===== src/rtl/multicycle_control_unit_if.sv =====
// Control bundle between the multi-cycle controller and the RV32I datapath.
// master = controller side (drives selects/enables), slave = datapath side.
// Optional illegal_instr flag exists only when MCU_ILLEGAL_TRAP_EN is defined.
interface multicycle_control_unit_if #(
  parameter int ALUCTL_W   = 3,
  parameter int PERF_CNT_W = 32
);
  logic [31:0]           instr;
  logic                  zero_flg;
  logic                  mem_ready;
  logic                  PCWrite;
  logic                  AdrSrc;
  logic                  MemWrite;
  logic                  IRWrite;
  logic [1:0]            ResultSrc;
  logic [1:0]            ALUSrcA;
  logic [1:0]            ALUSrcB;
  logic [ALUCTL_W-1:0]   ALUControl;
  logic [1:0]            ImmSrc;
  logic                  RegWrite;
  logic                  instr_retired;
  logic [PERF_CNT_W-1:0] retired_cnt;
  logic [3:0]            state_o;
`ifdef MCU_ILLEGAL_TRAP_EN
  logic                  illegal_instr;

  modport master (
    input  instr, zero_flg, mem_ready,
    output PCWrite, AdrSrc, MemWrite, IRWrite, ResultSrc, ALUSrcA, ALUSrcB,
           ALUControl, ImmSrc, RegWrite, instr_retired, retired_cnt, state_o,
           illegal_instr
  );

  modport slave (
    output instr, zero_flg, mem_ready,
    input  PCWrite, AdrSrc, MemWrite, IRWrite, ResultSrc, ALUSrcA, ALUSrcB,
           ALUControl, ImmSrc, RegWrite, instr_retired, retired_cnt, state_o,
           illegal_instr
  );
`else
  modport master (
    input  instr, zero_flg, mem_ready,
    output PCWrite, AdrSrc, MemWrite, IRWrite, ResultSrc, ALUSrcA, ALUSrcB,
           ALUControl, ImmSrc, RegWrite, instr_retired, retired_cnt, state_o
  );

  modport slave (
    output instr, zero_flg, mem_ready,
    input  PCWrite, AdrSrc, MemWrite, IRWrite, ResultSrc, ALUSrcA, ALUSrcB,
           ALUControl, ImmSrc, RegWrite, instr_retired, retired_cnt, state_o
  );
`endif
endinterface


===== src/rtl/multicycle_control_unit.sv =====
// Moore multi-cycle RV32I controller: FETCH/DECODE/EXECUTE/MEM/WB sequencing plus retire counter.
// Latency (mem_ready=1): lw 5, sw/R/I/jal 4, beq 3 cycles; each mem_ready=0 cycle in FETCH/MEMREAD/MEMWRITE adds one.
// Stalls on mem_ready; MCU_ILLEGAL_TRAP_EN adds a sticky TRAP state and the illegal_instr flag.
module multicycle_control_unit #(
  parameter int ALUCTL_W      = 3,
  parameter int MEM_HANDSHAKE = 1,
  parameter int PERF_CNT_W    = 32
) (
  input  logic                        clk,
  input  logic                        rst,
  multicycle_control_unit_if.master   bus
);

  typedef enum logic [3:0] {
    S_FETCH    = 4'd0,
    S_DECODE   = 4'd1,
    S_MEMADR   = 4'd2,
    S_MEMREAD  = 4'd3,
    S_MEMWB    = 4'd4,
    S_MEMWRITE = 4'd5,
    S_EXECUTER = 4'd6,
    S_EXECUTEI = 4'd7,
    S_ALUWB    = 4'd8,
    S_BEQ      = 4'd9,
    S_JAL      = 4'd10
`ifdef MCU_ILLEGAL_TRAP_EN
    , S_TRAP   = 4'd11
`endif
  } state_t;

  // Per-state control word. need_rdy marks states whose enables/retire wait on mem_ready.
  typedef struct packed {
    logic       adr_src;
    logic [1:0] src_a;
    logic [1:0] src_b;
    logic [1:0] alu_op;
    logic [1:0] result_src;
    logic       ir_write;
    logic       pc_update;
    logic       branch;
    logic       mem_write;
    logic       reg_write;
    logic       retire;
    logic       need_rdy;
  } ctl_t;

  localparam logic [6:0] OP_LOAD   = 7'b0000011;
  localparam logic [6:0] OP_STORE  = 7'b0100011;
  localparam logic [6:0] OP_RTYPE  = 7'b0110011;
  localparam logic [6:0] OP_ITYPE  = 7'b0010011;
  localparam logic [6:0] OP_BRANCH = 7'b1100011;
  localparam logic [6:0] OP_JAL    = 7'b1101111;

  localparam logic [PERF_CNT_W-1:0] CNT_ONE = {{(PERF_CNT_W-1){1'b0}}, 1'b1};

  state_t                state_q, state_d;
  ctl_t                  ctl_q;
  logic [PERF_CNT_W-1:0] retired_cnt_q;
  logic                  mem_rdy;
  logic                  step_ok;
  logic                  retire_pulse;
  logic [6:0]            opcode;
  logic [2:0]            funct3;
  logic [2:0]            alu3;
  logic [ALUCTL_W-1:0]   alu_ctl;
  logic [1:0]            imm_src;
  logic                  unused_instr_bits;

  assign opcode  = bus.instr[6:0];
  assign funct3  = bus.instr[14:12];
  assign mem_rdy = (MEM_HANDSHAKE != 0) ? bus.mem_ready : 1'b1;
  assign unused_instr_bits = ^{bus.instr[31], bus.instr[29:15], bus.instr[11:7]};

  // Control word for a given state; registered on state entry so selects are glitch-free.
  function automatic ctl_t ctl_of(state_t s);
    ctl_t c;
    c = '0;
    case (s)
      S_FETCH: begin
        c.src_b      = 2'b10;
        c.result_src = 2'b10;
        c.ir_write   = 1'b1;
        c.pc_update  = 1'b1;
        c.need_rdy   = 1'b1;
      end
      S_DECODE: begin
        c.src_a = 2'b01;
        c.src_b = 2'b01;
      end
      S_MEMADR: begin
        c.src_a = 2'b10;
        c.src_b = 2'b01;
      end
      S_MEMREAD: begin
        c.adr_src = 1'b1;
      end
      S_MEMWB: begin
        c.result_src = 2'b01;
        c.reg_write  = 1'b1;
        c.retire     = 1'b1;
      end
      S_MEMWRITE: begin
        c.adr_src   = 1'b1;
        c.mem_write = 1'b1;
        c.retire    = 1'b1;
        c.need_rdy  = 1'b1;
      end
      S_EXECUTER: begin
        c.src_a  = 2'b10;
        c.src_b  = 2'b00;
        c.alu_op = 2'b10;
      end
      S_EXECUTEI: begin
        c.src_a  = 2'b10;
        c.src_b  = 2'b01;
        c.alu_op = 2'b10;
      end
      S_ALUWB: begin
        c.reg_write = 1'b1;
        c.retire    = 1'b1;
      end
      S_BEQ: begin
        c.src_a  = 2'b10;
        c.src_b  = 2'b00;
        c.alu_op = 2'b01;
        c.branch = 1'b1;
        c.retire = 1'b1;
      end
      S_JAL: begin
        c.src_a     = 2'b01;
        c.src_b     = 2'b10;
        c.pc_update = 1'b1;
      end
      default: c = '0;
    endcase
    return c;
  endfunction

  // Next-state sequencing, including mem_ready stalls and opcode dispatch.
  always_comb begin
    state_d = state_q;
    case (state_q)
      S_FETCH:    if (mem_rdy) state_d = S_DECODE;
      S_DECODE: begin
        case (opcode)
          OP_LOAD, OP_STORE: state_d = S_MEMADR;
          OP_RTYPE:          state_d = S_EXECUTER;
          OP_ITYPE:          state_d = S_EXECUTEI;
          OP_BRANCH:         state_d = S_BEQ;
          OP_JAL:            state_d = S_JAL;
`ifdef MCU_ILLEGAL_TRAP_EN
          default:           state_d = S_TRAP;
`else
          default:           state_d = S_FETCH;
`endif
        endcase
      end
      S_MEMADR:   state_d = opcode[5] ? S_MEMWRITE : S_MEMREAD;
      S_MEMREAD:  if (mem_rdy) state_d = S_MEMWB;
      S_MEMWB:    state_d = S_FETCH;
      S_MEMWRITE: if (mem_rdy) state_d = S_FETCH;
      S_EXECUTER: state_d = S_ALUWB;
      S_EXECUTEI: state_d = S_ALUWB;
      S_ALUWB:    state_d = S_FETCH;
      S_BEQ:      state_d = S_FETCH;
      S_JAL:      state_d = S_ALUWB;
`ifdef MCU_ILLEGAL_TRAP_EN
      S_TRAP:     state_d = S_TRAP;
`endif
      default:    state_d = S_FETCH;
    endcase
  end

  // FSM state and its registered control word.
  always_ff @(posedge clk or posedge rst) begin
    if (rst) begin
      state_q <= S_FETCH;
      ctl_q   <= ctl_of(S_FETCH);
    end else begin
      state_q <= state_d;
      ctl_q   <= ctl_of(state_d);
    end
  end

  // Retired-instruction counter; wraps naturally at full scale.
  always_ff @(posedge clk or posedge rst) begin
    if (rst) begin
      retired_cnt_q <= '0;
    end else if (retire_pulse) begin
      retired_cnt_q <= retired_cnt_q + CNT_ONE;
    end
  end

  // ALU operation decode from the registered ALUOp and the live instruction fields.
  always_comb begin
    alu3 = 3'b000;
    case (ctl_q.alu_op)
      2'b01: alu3 = 3'b001;
      2'b10: begin
        case (funct3)
          3'b000:  alu3 = (opcode[5] & bus.instr[30]) ? 3'b001 : 3'b000;
          3'b010:  alu3 = 3'b101;
          3'b100:  alu3 = 3'b100;
          3'b110:  alu3 = 3'b011;
          3'b111:  alu3 = 3'b010;
          default: alu3 = 3'b000;
        endcase
      end
      default: alu3 = 3'b000;
    endcase
    alu_ctl      = '0;
    alu_ctl[2:0] = alu3;
  end

  // Immediate format from opcode alone.
  always_comb begin
    case (opcode)
      OP_STORE:  imm_src = 2'b01;
      OP_BRANCH: imm_src = 2'b10;
      OP_JAL:    imm_src = 2'b11;
      default:   imm_src = 2'b00;
    endcase
  end

  // Enables are gated by rst so they drop asynchronously, and by mem_ready in stalling states.
  assign step_ok      = ~ctl_q.need_rdy | mem_rdy;
  assign retire_pulse = ~rst & ctl_q.retire & step_ok;

  assign bus.PCWrite       = ~rst & ((ctl_q.pc_update & step_ok) | (ctl_q.branch & bus.zero_flg));
  assign bus.IRWrite       = ~rst & ctl_q.ir_write & mem_rdy;
  assign bus.MemWrite      = ~rst & ctl_q.mem_write;
  assign bus.RegWrite      = ~rst & ctl_q.reg_write;
  assign bus.instr_retired = retire_pulse;
  assign bus.AdrSrc        = ctl_q.adr_src;
  assign bus.ResultSrc     = ctl_q.result_src;
  assign bus.ALUSrcA       = ctl_q.src_a;
  assign bus.ALUSrcB       = ctl_q.src_b;
  assign bus.ALUControl    = alu_ctl;
  assign bus.ImmSrc        = imm_src;
  assign bus.retired_cnt   = retired_cnt_q;
  assign bus.state_o       = state_q;
`ifdef MCU_ILLEGAL_TRAP_EN
  assign bus.illegal_instr = (state_q == S_TRAP);
`endif

endmodule


===== src/flat_wrapper.sv =====
// flat-port wrapper written by rule: the top's interface ports become plain ports
module multicycle_control_unit_flat 
#(
  parameter int ALUCTL_W      = 3,
  parameter int MEM_HANDSHAKE = 1,
  parameter int PERF_CNT_W    = 32
)
  (clk, rst, bus_instr, bus_zero_flg, bus_mem_ready, bus_PCWrite, bus_AdrSrc, bus_MemWrite, bus_IRWrite, bus_ResultSrc, bus_ALUSrcA, bus_ALUSrcB, bus_ALUControl, bus_ImmSrc, bus_RegWrite, bus_instr_retired, bus_retired_cnt, bus_state_o);
  multicycle_control_unit_if #(.ALUCTL_W(ALUCTL_W), .PERF_CNT_W(PERF_CNT_W)) bus_i ();
  input  logic clk;
  input  logic rst;
  input wire logic [$bits(bus_i.instr)-1:0] bus_instr;
  input wire logic [$bits(bus_i.zero_flg)-1:0] bus_zero_flg;
  input wire logic [$bits(bus_i.mem_ready)-1:0] bus_mem_ready;
  output wire logic [$bits(bus_i.PCWrite)-1:0] bus_PCWrite;
  output wire logic [$bits(bus_i.AdrSrc)-1:0] bus_AdrSrc;
  output wire logic [$bits(bus_i.MemWrite)-1:0] bus_MemWrite;
  output wire logic [$bits(bus_i.IRWrite)-1:0] bus_IRWrite;
  output wire logic [$bits(bus_i.ResultSrc)-1:0] bus_ResultSrc;
  output wire logic [$bits(bus_i.ALUSrcA)-1:0] bus_ALUSrcA;
  output wire logic [$bits(bus_i.ALUSrcB)-1:0] bus_ALUSrcB;
  output wire logic [$bits(bus_i.ALUControl)-1:0] bus_ALUControl;
  output wire logic [$bits(bus_i.ImmSrc)-1:0] bus_ImmSrc;
  output wire logic [$bits(bus_i.RegWrite)-1:0] bus_RegWrite;
  output wire logic [$bits(bus_i.instr_retired)-1:0] bus_instr_retired;
  output wire logic [$bits(bus_i.retired_cnt)-1:0] bus_retired_cnt;
  output wire logic [$bits(bus_i.state_o)-1:0] bus_state_o;
  assign bus_i.instr = bus_instr;
  assign bus_i.zero_flg = bus_zero_flg;
  assign bus_i.mem_ready = bus_mem_ready;
  assign bus_PCWrite = bus_i.PCWrite;
  assign bus_AdrSrc = bus_i.AdrSrc;
  assign bus_MemWrite = bus_i.MemWrite;
  assign bus_IRWrite = bus_i.IRWrite;
  assign bus_ResultSrc = bus_i.ResultSrc;
  assign bus_ALUSrcA = bus_i.ALUSrcA;
  assign bus_ALUSrcB = bus_i.ALUSrcB;
  assign bus_ALUControl = bus_i.ALUControl;
  assign bus_ImmSrc = bus_i.ImmSrc;
  assign bus_RegWrite = bus_i.RegWrite;
  assign bus_instr_retired = bus_i.instr_retired;
  assign bus_retired_cnt = bus_i.retired_cnt;
  assign bus_state_o = bus_i.state_o;
  multicycle_control_unit #(.ALUCTL_W(ALUCTL_W), .MEM_HANDSHAKE(MEM_HANDSHAKE), .PERF_CNT_W(PERF_CNT_W)) u_core (.clk(clk), .rst(rst), .bus(bus_i));
endmodule

===== config.mk =====
export PLATFORM = sky130hd
export DESIGN_NAME = multicycle_control_unit_flat
export DESIGN_NICKNAME = d
export VERILOG_FILES = /design/src/rtl/multicycle_control_unit_if.sv /design/src/rtl/multicycle_control_unit.sv /design/src/flat_wrapper.sv
export SDC_FILE = /design/constraint.sdc
export NUM_CORES = 1
export LEC_CHECK = 0
export BUFFER_PORTS_ARGS = -buffer_cell sky130_fd_sc_hd__clkbuf_2
export CORE_MARGIN = 2
export CORE_UTILIZATION = 40
export CTS_BUF_LIST = sky130_fd_sc_hd__clkbuf_8
export DETAILED_ROUTE_END_ITERATION = 8
export MAX_ROUTING_LAYER = met4
export PLACE_DENSITY = 0.69
export SYNTH_ARGS = -nofsm -noshare
export SYNTH_HDL_FRONTEND = slang
export SYNTH_SLANG_ARGS = --single-unit

===== constraint.sdc =====
create_clock -name clk -period 2.1 [get_ports clk]
set_clock_uncertainty 0.1 [all_clocks]
set_input_delay 0.105 -clock clk [delete_from_list [all_inputs] [get_ports clk]]
set_output_delay 0.105 -clock clk [all_outputs]
set_load 0.02 [all_outputs]

Word-level counts from Yosys, hierarchy flattened
Cells that the tools add are included.
- $add $sub $neg: 1
- equal/unequal tests: 29
- mux-type cells: 22
- bitwise logic cells: 14
- reductions and logical operators: 14
- operators with widths (cell ; count):
    32-bit by 1-bit adder with 32-bit output (second input constant) ; 1
    4-bit by 3-bit == test with 1-bit output (second input constant) ; 7
    4-bit case mux with 6 select lines ; 1
    4-bit case mux with 5 select lines ; 1
    4-bit by 2-bit == test with 1-bit output (second input constant) ; 4
    4-bit == test (second input constant) ; 4
    2-bit case mux with 2 select lines ; 4
    3-bit case mux with 5 select lines ; 1
    7-bit by 6-bit == test with 1-bit output (second input constant) ; 2
    7-bit == test (second input constant) ; 2
    2-bit OR reduction ; 7
    4-bit two-way mux ; 3
    1-bit bitwise AND ; 10
    3-bit == test (second input constant) ; 3
    1-bit two-way mux ; 9
    4-bit by 1-bit == test with 1-bit output (second input constant) ; 2
    4-bit logical NOT ; 2
    4-bit OR reduction ; 2
    7-bit by 2-bit == test with 1-bit output (second input constant) ; 1
    7-bit by 5-bit == test with 1-bit output (second input constant) ; 1
    2-bit case mux with 3 select lines ; 1
    3-bit case mux with 2 select lines ; 1
    3-bit OR reduction ; 2
    3-bit by 2-bit == test with 1-bit output (second input constant) ; 1
    other kinds (6) ; 8
- flip-flop bits (word level): 52
- bits of input ports: 36
- output and inout port bits: 53
- logic and storage cells: 94

Depth between registers and ports, before layout
- depth after elaboration: 7
- mapped depth: 7
- depth with buffers taken out: 6

Least setup slack after synthesis
OpenSTA, ideal clock, no wires.
- path type: register -> register
- from: reg u_core.retired_cnt_q[0], in the netlist u_core.bus.retired_cnt[0]
- to: reg u_core.retired_cnt_q[28], in the netlist u_core.bus.retired_cnt[28]
- library setup time: 0.129 ns
- arrival: 2.132 ns
- required time: 1.871 ns
- path slack: -0.261 ns
- stages on the path, launching flop included: 7
- buffers on the path: 1
- clock period less this slack: 2.361 ns
- cell sequence: dfrtp_1 > ha_1 > or4b_1 > buf_2 > or2_1 > or4_4 > xnor2_2
- longest elaborated chain between the ends: 1
- RTL lines (item ; line ; text):
    from (decl) ; multicycle_control_unit.sv:58 ; logic [PERF_CNT_W-1:0] retired_cnt_q;
    from (signal assigned) ; multicycle_control_unit.sv:190 ; retired_cnt_q <= retired_cnt_q + CNT_ONE;
    32-bit by 1-bit adder with 32-bit output ; multicycle_control_unit.sv:190 ;
Every way passes these cells.
A chain may end at the register's enable or synchronous reset.

Worst setup path after layout
- from: reg u_core.retired_cnt_q[8], in the netlist u_core.bus.retired_cnt[8]
- to: reg u_core.retired_cnt_q[28], in the netlist u_core.bus.retired_cnt[28]
Same word-level chain as after synthesis.

==> impl_results.md <==
- Crit path kind: flip-flop to flip-flop
- Number of I/O pins: 89
- Final period utilization: 97.2%
- Dominant cell type by area after synthesis: dfrtp_1
- Required time worst endpoint: 2200 ps
- Via density: roughly 5.1
- Hold Fails Final Rpt: 0
- Worst hold margin: about 4 ps
- Buffer and inverter count on the worst path: 0
- CORE AREA: about 6000 sq um
- Highest-count cells in the layout ignoring fill and taps: clkbuf_2 (67), dfrtp_1 (42), buf_4 (31), xnor2_1 (22), nand2_1 (21)
- #FFs+latches synth: 51
- Final slew viol count: 0
- RePlAce Congestion: about 0.90
- Syn_area_per_cell: 10.3 sq um
- Flop pwr share: 53.1%
- Mux contribution to synthesized area: under 10%
- # rows: 28
- Placement Cell Area: about 3100 sq um
- DR vias: about 2100
- DR WL/cell: roughly 13 um
- CP max-delay cell: or4_4
- Die area: 6930 sq um
- Post-synth cell types: between 40 and 50
- Pwr Total: between 1500 and 2000 uW
- Clock tree buffer depth: 2
- Die X: 83.3 um
- Synthesized instance count: ~240
- Antenna violations before repair: 0
- Vias in the first global route: roughly 2100
- Slew margin rel.: a little under three fifths
- Largest net degree at the start of global routing: 52
- DRC: 0
- Ys async rst share: between 90% and 100%
- Nature of the critical path endpoint: flip-flop
- First drt pass iteration count: 4
- Main combinational cell family by area after synthesis: simple AND/OR/NAND/NOR gates
- Slowest cell delay on critical path: approximately 600 ps
- DP Wirelength: 4000 um
- Synth Area in Simple Gates: 24.8%
- RSZ-0062 raised after global routing: yes
- Final setup fails: 0
- Design Area, Final: between 3000 and 4000 sq um
- Share of cells above drive strength 1: a little under two fifths
- Hold_buf cts: 0
- P&R area growth vs syn: 30.6%
- Post-route antenna net violation count: 0
- Final wirelength: approximately 5300 um
- Internal: approximately 1500 uW
- Yosys warns: 0
- Sw frac: roughly a quarter
- Power share of the clock group: roughly a third
- Max frequency: approximately 490 MHz
- GRT Total Usage: between 10% and 20%
- Post-CTS Setup Bufs: 0
- P_sw: between 400 and 500 uW
- Max Cap Viol: 0
- Antenna diodes: 0
- Crit-path cells: nand4_1 -> or4_4 -> or4_4 -> xnor2_2
- Violation count after the first detailed-route iteration: 87
- Cell mode on critical path: or4_4
- Worst-margin pin slew: approximately 640 ps
- Synth top area share: approximately 47%
- Post-Synth Adder-Cell Area: under 10%
- Seq/Total Area, Yosys: 51.0%
- Gr ovfl total: 0
- First-pass GRT wire length: 9200 um
- Final min period: about 2000 ps
- Worst VDD drop: around 0.31 mV
- Syn nets: 282
- Synthesized area: around 2500 sq um
- CP max FO: 5
- CTS H-tree depth: 2
- # clock sinks: 51
- Worst-Skew Late Latency: about 300 ps
- CP Launch Type: flip-flop
- Post-Synth XOR/XNOR Area: between 10% and 20%
- Compound-Gate Fraction of Synth Area: about 5%
- Final net count: approximately 380
- CTS Root Cell: clkbuf_8
- Primary FF master, synth: dfrtp_1
- Worst hold path class: primary input to async pin
- Combinational share of power: between 10% and 20%
- CTS tree: yes
- Number of synthesized flops with an enable pin: 0
- Top cells by area, synth: dfrtp_1 (47%), xnor2_1 (7.7%), dfstp_2 (4.2%), xor2_1 (3.5%), nand2_1 (3.3%)
- Worst-path clk slew: approximately 90 ps
- Lkg Pwr: roughly 0.0017 uW
- TritonCTS buffer count: 5
- Arrival time of the worst setup path: 2140 ps
- IO buf count: 67
- CP delay by family, top: simple AND/OR/NAND/NOR gates
- DIE HEIGHT: 83.3 um
- Status: finished clean
- PD cells: around 600 nW/um^2
- Initial core utilization: 42.0%
- Commonest non-fill, non-tap cell in the layout: clkbuf_2
## layout make-up
| cell class | instances | area (sq um) |
|---|---|---|
| Multi-Input combinational cell | 167 | 1170 |
| Inverter | 14 | 52.6 |
| Timing Repair Buffer | 98 | 568 |
| Sequential cell | 51 | 1290 |
| Tap cell | 75 | 93.8 |
| Fill cell | 531 | 2710 |
| Clock buffer | 5 | 68.8 |
| Clock inverter | 3 | 37.5 |
## synth_stat cells, types with 6 or more instances
| library cell | instances |
|---|---|
| dfrtp_1 | 47 |
| nand2_1 | 22 |
| xnor2_1 | 22 |
| nor2_1 | 19 |
| inv_1 | 14 |
| nand3_1 | 11 |
| xor2_1 | 10 |
| nand4_1 | 8 |
| nor3_1 | 7 |
| buf_4 | 6 |
| nor2b_1 | 6 |
## power by group through the flow
stage	Clock, uW	Sequential, uW	Combinational (uW)
after detailed placement	0	1070	272
after global routing	713	1050	303
final	657	1050	271
after global placement	0	1070	267
after CTS	679	1050	275
after floorplan	0	1100	142
## cells by family after synthesis
kind of cell	count (synthesis)
flip-flops	51
adder cells (fa/ha/maj)	3
multiplexers	3
XOR/XNOR	33
AO/OA/AOI/OAI	18
buffers and inverters	25
AND/OR/NAND/NOR	110
## path summary, 6_finish.rpt
kind                            cells past startpoint  slack (ps)                              startpoint                                      to
worst min register to register                      1         370  u_core.bus.retired_cnt[31]$_DFFE_PP0P_  u_core.bus.retired_cnt[31]$_DFFE_PP0P_
worst max-delay path                                4          60   u_core.bus.retired_cnt[8]$_DFFE_PP0P_  u_core.bus.retired_cnt[28]$_DFFE_PP0P_
max in group asynchronous                           4        1420                                     rst   u_core.bus.retired_cnt[5]$_DFFE_PP0P_
worst max register to register                      4          60   u_core.bus.retired_cnt[8]$_DFFE_PP0P_  u_core.bus.retired_cnt[28]$_DFFE_PP0P_
min in group clk                                    3          50                            bus_instr[4]              u_core.ctl_q[10]$_DFF_PP0_
worst min-delay path                                4           4                                     rst               u_core.ctl_q[1]$_DFF_PP0_
## tightest hold or removal path, stage by stage
cell      delay, ps
clkbuf_2         90
buf_4           140
inv_2            50
buf_4           510
## metal layers
layer,up-vias,wire (um),global-route usage (%)
li1,1015,-,-
met1,1015,2350,19.4
met2,56,2590,27.8
met3,9,246,3.38
met4,0,82,5.51
met5,-,0,-
## sequential cells by signal, indices dropped and copies added, names as in the netlist
name	flops
u_core.bus.ResultSrc	1
u_core.bus.ALUSrcB	2
u_core.bus.state_o	4
u_core.ctl_q	9
u_core.bus.retired_cnt	32
u_core.bus.AdrSrc	1
u_core.bus.ALUSrcA	2
## repair_timing
item | CTS | global route
gates resized for setup | 1 | 7
endpoints found under the hold margin | 0 | 0
setup endpoints to repair | 2 | 10
pin swaps | 4 | 3
gates cloned | 0 | 0
## stage by stage
step           TNS [ps]  std cells  setup slack, ps  util [%]
6_report              0        413             58.8      54.8
5_1_grt           -22.3        413            -22.3      54.8
4_1_cts           -24.0        413            -24.0      54.2
3_5_place_dp      -44.2        405            -44.2      52.3
3_3_place_gp      -18.1        405            -18.1      52.3
2_1_floorplan      -497        243             -163         -
No activity file was read; power rests on OpenSTA's default activity.
